$ cat src/rtl/keypad_events.sv
// keypad_events: debounces the 16-key CHIP-8 matrix keypad and turns debounced
// edges into one-cycle press/release pulses. It also answers the CPU's
// EX9E/EXA1 key query combinationally and runs the FX0A "wait for key"
// handshake, which reports a key only after it has been pressed and released.
//
// FX0A handshake: wait_valid is held high, with wait_key stable, from the
// cycle DONE is entered until the first rising edge of clk that samples
// wait_ack high. That sampled edge completes the transfer. wait_ack is
// ignored while wait_valid is low. A wait_start sampled in that same cycle
// chains directly into a new wait. Otherwise, wait_start is only honoured in
// IDLE.
module keypad_events #(
  parameter int DEBOUNCE_CYCLES = 8,
  parameter int CNT_W           = 8
) (
  input  logic        clk,
  input  logic        rst_n,
  input  logic [15:0] raw_keys,
  output logic [15:0] keys,
  output logic [15:0] press_pulse,
  output logic [15:0] release_pulse,
  input  logic [3:0]  query_key,
  output logic        query_pressed,
  input  logic        wait_start,
  output logic        wait_busy,
  output logic        wait_valid,
  output logic [3:0]  wait_key,
  input  logic        wait_ack
);

  // Terminal count. A key flips on the DEBOUNCE_CYCLES-th consecutive
  // mismatching sample.
  localparam logic [CNT_W-1:0] CNT_MAX = CNT_W'(DEBOUNCE_CYCLES - 1);

  typedef enum logic [1:0] {
    IDLE         = 2'd0,
    WAIT_PRESS   = 2'd1,
    WAIT_RELEASE = 2'd2,
    DONE         = 2'd3
  } wait_state_t;

  // FSM state is kept as a named enum signal so that checkers can bind to it
  // directly.
  wait_state_t      wait_state;
  wait_state_t      wait_state_next;
  logic [3:0]       wait_key_next;
  logic [3:0]       lowest_press;
  logic [15:0]      key_flip;
  logic [CNT_W-1:0] cnt [16];

  // ---------------------------------------------------------------------------
  // Debounce
  // ---------------------------------------------------------------------------

  // A key flips when it still disagrees with the raw input on the last
  // counted sample.
  always_comb begin
    key_flip = '0;
    for (int i = 0; i < 16; i++) begin
      key_flip[i] = (raw_keys[i] != keys[i]) && (cnt[i] == CNT_MAX);
    end
  end

  // Per-key mismatch counters. A single matching sample clears the count,
  // so short glitches never reach keys.
  always_ff @(posedge clk or negedge rst_n) begin
    if (!rst_n) begin
      for (int i = 0; i < 16; i++) begin
        cnt[i] <= '0;
      end
    end else begin
      for (int i = 0; i < 16; i++) begin
        if (raw_keys[i] == keys[i]) begin
          cnt[i] <= '0;
        end else if (cnt[i] == CNT_MAX) begin
          cnt[i] <= '0;
        end else begin
          cnt[i] <= cnt[i] + CNT_W'(1);
        end
      end
    end
  end

  // Debounced state and its edge pulses. The pulses are registered
  // alongside keys, so each pulse coincides with the cycle in which keys
  // takes its new value.
  always_ff @(posedge clk or negedge rst_n) begin
    if (!rst_n) begin
      keys          <= '0;
      press_pulse   <= '0;
      release_pulse <= '0;
    end else begin
      keys          <= keys ^ key_flip;
      press_pulse   <= key_flip & raw_keys;
      release_pulse <= key_flip & ~raw_keys;
    end
  end

  // ---------------------------------------------------------------------------
  // Key query (EX9E / EXA1)
  // ---------------------------------------------------------------------------

  // Pure mux of the registered key state; adds no latency.
  always_comb begin
    query_pressed = keys[query_key];
  end

  // ---------------------------------------------------------------------------
  // FX0A wait FSM
  // ---------------------------------------------------------------------------

  // Priority encoder. When several keys are pressed together, the lowest
  // index wins.
  always_comb begin
    lowest_press = 4'd0;
    for (int i = 15; i >= 0; i--) begin
      if (press_pulse[i]) begin
        lowest_press = 4'(i);
      end
    end
  end

  // State and captured key registers.
  always_ff @(posedge clk or negedge rst_n) begin
    if (!rst_n) begin
      wait_state <= IDLE;
      wait_key   <= 4'd0;
    end else begin
      wait_state <= wait_state_next;
      wait_key   <= wait_key_next;
    end
  end

  // Next-state logic. Keys already held at wait_start are ignored, because
  // only new press_pulse events are considered.
  always_comb begin
    wait_state_next = wait_state;
    wait_key_next   = wait_key;
    case (wait_state)
      IDLE: begin
        if (wait_start) begin
          wait_state_next = WAIT_PRESS;
        end
      end
      WAIT_PRESS: begin
        if (press_pulse != 16'd0) begin
          wait_key_next   = lowest_press;
          wait_state_next = WAIT_RELEASE;
        end
      end
      WAIT_RELEASE: begin
        if (release_pulse[wait_key]) begin
          wait_state_next = DONE;
        end
      end
      DONE: begin
        if (wait_ack) begin
          wait_state_next = wait_start ? WAIT_PRESS : IDLE;
        end
      end
      default: begin
        wait_state_next = IDLE;
      end
    endcase
  end

  // Status outputs are decoded straight from the state register, so they
  // are mutually exclusive by construction.
  always_comb begin
    wait_busy  = (wait_state == WAIT_PRESS) || (wait_state == WAIT_RELEASE);
    wait_valid = (wait_state == DONE);
  end

  // ---------------------------------------------------------------------------
  // Embedded properties
  // ---------------------------------------------------------------------------

  a_pulse_exclusive : assert property (
    @(posedge clk) disable iff (!rst_n) (press_pulse & release_pulse) == 16'd0
  );

  a_status_exclusive : assert property (
    @(posedge clk) disable iff (!rst_n) !(wait_busy && wait_valid)
  );

endmodule

$ cat config.mk
export PLATFORM = sky130hd
export DESIGN_NAME = keypad_events
export DESIGN_NICKNAME = d
export VERILOG_FILES = /design/src/rtl/keypad_events.sv
export SDC_FILE = /design/constraint.sdc
export NUM_CORES = 1
export LEC_CHECK = 0
export CELL_PAD_IN_SITES_DETAIL_PLACEMENT = 1
export CELL_PAD_IN_SITES_GLOBAL_PLACEMENT = 1
export CORE_MARGIN = 5
export CORE_UTILIZATION = 46
export DETAILED_ROUTE_END_ITERATION = 10
export DONT_BUFFER_PORTS = 1
export HOLD_SLACK_MARGIN = 0.1
export PLACE_DENSITY = 0.87
export RECOVER_POWER = 100
export REMOVE_ABC_BUFFERS = 1
export SYNTH_ARGS = -nofsm -noshare
export SYNTH_HDL_FRONTEND = slang
export SYNTH_SLANG_ARGS = --single-unit
$ cat constraint.sdc
create_clock -name clk -period 2.05 [get_ports clk]
set_input_delay 0.615 -clock clk [delete_from_list [all_inputs] [get_ports clk]]
set_output_delay 0.615 -clock clk [all_outputs]
set_load 0.02 [all_outputs]
==> results.cfg, run 1 <==
[placed_design]
hpwl_mm = 14.7
routabilityCongestion = 0.817
dp_cells = 1000
numPortBuffers = 0

[logic_synthesis]
synth_edf_count = 0
synth_ff_type = dfrtp_1
netlist_area_um2 = 8170
synthCells = 738
synth_cell_type_count = 34
synth-seq-cells = 182
yosysSeqAreaShare_pct = 55.8
synth-warning-count = 0
synth.avg_cell_area_um2 = 11.1
async_flop_share_pct = 100

[timing]
finalHoldViolations = 182
period_needed_ns = 2.55
worstMarginPinSlew_ns = 0.541
fin_skew_ns = 0.0101
rsz0062_at_grt = yes
slew_headroom_pct = 63.6
setup_viol = 1
whs_ns = -0.130
max_freq_mhz = 392
period_share_pct = 124
drv_slew = 0
timing.final.ws_setup_ns = -0.501

[clock_network]
worstSkewPairLatency_ns = 0.44
cts_htree_levels = 4
cts_tree = built
clk_pin_slew_ns = 0.07
clock_tree.root_cell = clkbuf_16
cts_buffer_depth = 2
numCtsBuffers = 17
clock_sinks = 182

[power]
total_leakage_power_nw = 4.44
p_per_area_nw_per_um2 = 1210
finalPower_mw = 11.4
peakVddDrop_v = 0.000892

[cells_and_area]
area_growth_syn_to_layout_pct = 15.1
layout-drive-gt1-share_pct = 12.3
mostFrequentLayoutCell = dfrtp_1
fin_cells = 1037
nets = 844
fillers = 1844
layout_common_cells = 182 x dfrtp_1, 117 x nor2_1, 83 x xor2_1, 64 x nand3_1, 43 x buf_4
multi_input_area_um2 = 3570
n_antenna_cell = 0
regArea_um2 = 4550

[route]
ant_nets = 0
drc = 0
via_count = 5960
wl_mm = 23.8
vias_per_cell = 5.75
drtIter0Drc = 419
first_pass_iters = 4
wl_per_cell_um = 22.9

[worst_setup_path]
cp.arrival_ns = 1.94
reg2reg_slack_ns = 0.18
r2r_end = wait_key[1]$_DFFE_PN0P_
crit_type = reg2out
r2r_start = press_pulse[12]$_DFF_PN0_
worstPathRequired_ns = 1.43
endpoint_kind = output port
worstPathMaxFanout = 2
r2r_cells = 5
critical_path.startpoint_type = flip-flop

[worst_hold_path]
hold_class = in2async

[floorplanning]
dieArea_um2 = 20500
dieHeight_um = 143
initial_core_util_pct = 47.1
num_rows = 48
io_pins = 79
die_w_um = 143
design.core.area_um2 = 17400

[status]
status = complete, but fails checks
violations = hold timing, setup timing

[global_routing]
grt_pass1_vias = 6661
grt_use_total_pct = 23.4
overflow = 0
antenna_found_initial = 0
grt_max_degree = 183
grt_first_pass_wirelength_mm = 36.6

[run]
maxCapViolCount = 0
==> sequential cells by signal, summed over array words and instances, names as in the netlist, named ones only <==
name,flops
release_pulse,16
press_pulse,16
wait_key,4
wait_state,2
cnt,128
==> area by class of cell <==
| type | count | area share, % |
|---|---|---|
| Inverter | 14 | 0.559 |
| Sequential cell | 182 | 48.5 |
| Tap cell | 225 | 3.00 |
| Clock buffer | 21 | 5.01 |
| Multi-Input combinational cell | 541 | 38.0 |
| Timing Repair Buffer | 43 | 3.43 |
| Clock inverter | 11 | 1.58 |
==> layer usage <==
layer	wire length [um]	share of wire, %	track usage [%]	up-vias
met3	1140	4.8	6.66	92
met4	1400	5.9	13.6	0
met2	12300	52	40.3	156
met1	8950	38	25.7	3067
li1	-	-	-	2645
met5	0	0	0	-
==> what timing repair did <==
item | CTS | global route
endpoints found under the setup margin | 1 | 2
buffers inserted | 1 | 4
hold endpoints to repair | 182 | 182
gates resized for setup | 0 | 2
==> cell families (layout without fill, tap and decap cells) <==
kind of cell	Yosys count	after routing	share of synthesized area, %
AND/OR/NAND/NOR	354	354	21.3
flip-flops	182	182	55.8
adder cells (fa/ha/maj)	21	21	3.22
buffers and inverters	15	89	0.705
XOR/XNOR	115	115	12.3
AO/OA/AOI/OAI	24	24	1.90
multiplexers	27	27	4.79
==> report_power, final <==
part	leakage [nW]	internal [mW]	switching, mW
Sequential	2.46	4.17	0.584
Combinational	1.69	1.25	1.93
Clock	0.295	2.02	1.46
Total	4.44	7.44	3.98
==> critical path, stage by stage, from the launching register on <==
cell,delay (ns)
dfrtp_1,0.40
mux4_2,0.49
mux4_2,0.60
==> cell usage after synthesis, types with 2 or more instances <==
cell | instances | area, um2
mux4_2 | 8 | 180
a31oi_1 | 2 | 12.5
a211oi_1 | 2 | 15.0
a21oi_1 | 6 | 30.0
o21bai_1 | 2 | 15.0
nor4_1 | 4 | 25.0
nor3_1 | 31 | 155
ha_1 | 21 | 263
nand3_1 | 64 | 320
nand2_1 | 42 | 158
nand4_1 | 4 | 25.0
dfrtp_1 | 182 | 4550
nor2_1 | 117 | 439
inv_1 | 14 | 52.6
mux2i_1 | 2 | 20.0
o21ai_1 | 3 | 15.0
mux2_2 | 17 | 191
xnor2_1 | 32 | 280
nand2b_1 | 3 | 18.8
o21ai_0 | 2 | 10.0
xor2_1 | 83 | 727
and3_1 | 41 | 257
nor3b_1 | 32 | 240
and2_1 | 14 | 87.6
==> worst max path at each step <==
stage,from,to,slack [ns],cells past startpoint
floorplan,query_key[0],query_pressed,-0.18,2
global placement,query_key[0],query_pressed,-0.29,2
detailed placement,query_key[0],query_pressed,-0.29,2
CTS,flip-flop,query_pressed,-0.51,2
global route,flip-flop,query_pressed,-0.53,2
finish,flip-flop,query_pressed,-0.50,2
==> through the flow <==
stage               util [%]  cell area [um2]  setup WS (ns)  hold slack, ns  TNS (ns)
finish                  54.2             9400         -0.501          -0.130    -0.501
global route            54.2             9400         -0.529          -0.152    -0.529
CTS                     53.9             9360         -0.510          -0.149    -0.510
detailed placement      50.3             8730         -0.293           0.326    -0.293
global placement        50.3             8730         -0.294           0.327    -0.294
floorplan                  -             8160         -0.185           0.319    -0.185
No activity file was read; power rests on OpenSTA's default activity.
==> inputs of run 2 (changes only) <==
--- a/config.mk
+++ b/config.mk
@@ -11,6 +11,7 @@
 export CORE_UTILIZATION = 46
 export DETAILED_ROUTE_END_ITERATION = 10
 export DONT_BUFFER_PORTS = 1
+export GPL_ROUTABILITY_DRIVEN = 1
 export HOLD_SLACK_MARGIN = 0.1
 export PLACE_DENSITY = 0.87
 export RECOVER_POWER = 100
==> results of run 2 <==
No change in the layout: final DEF, timing and power equal those of run 1.
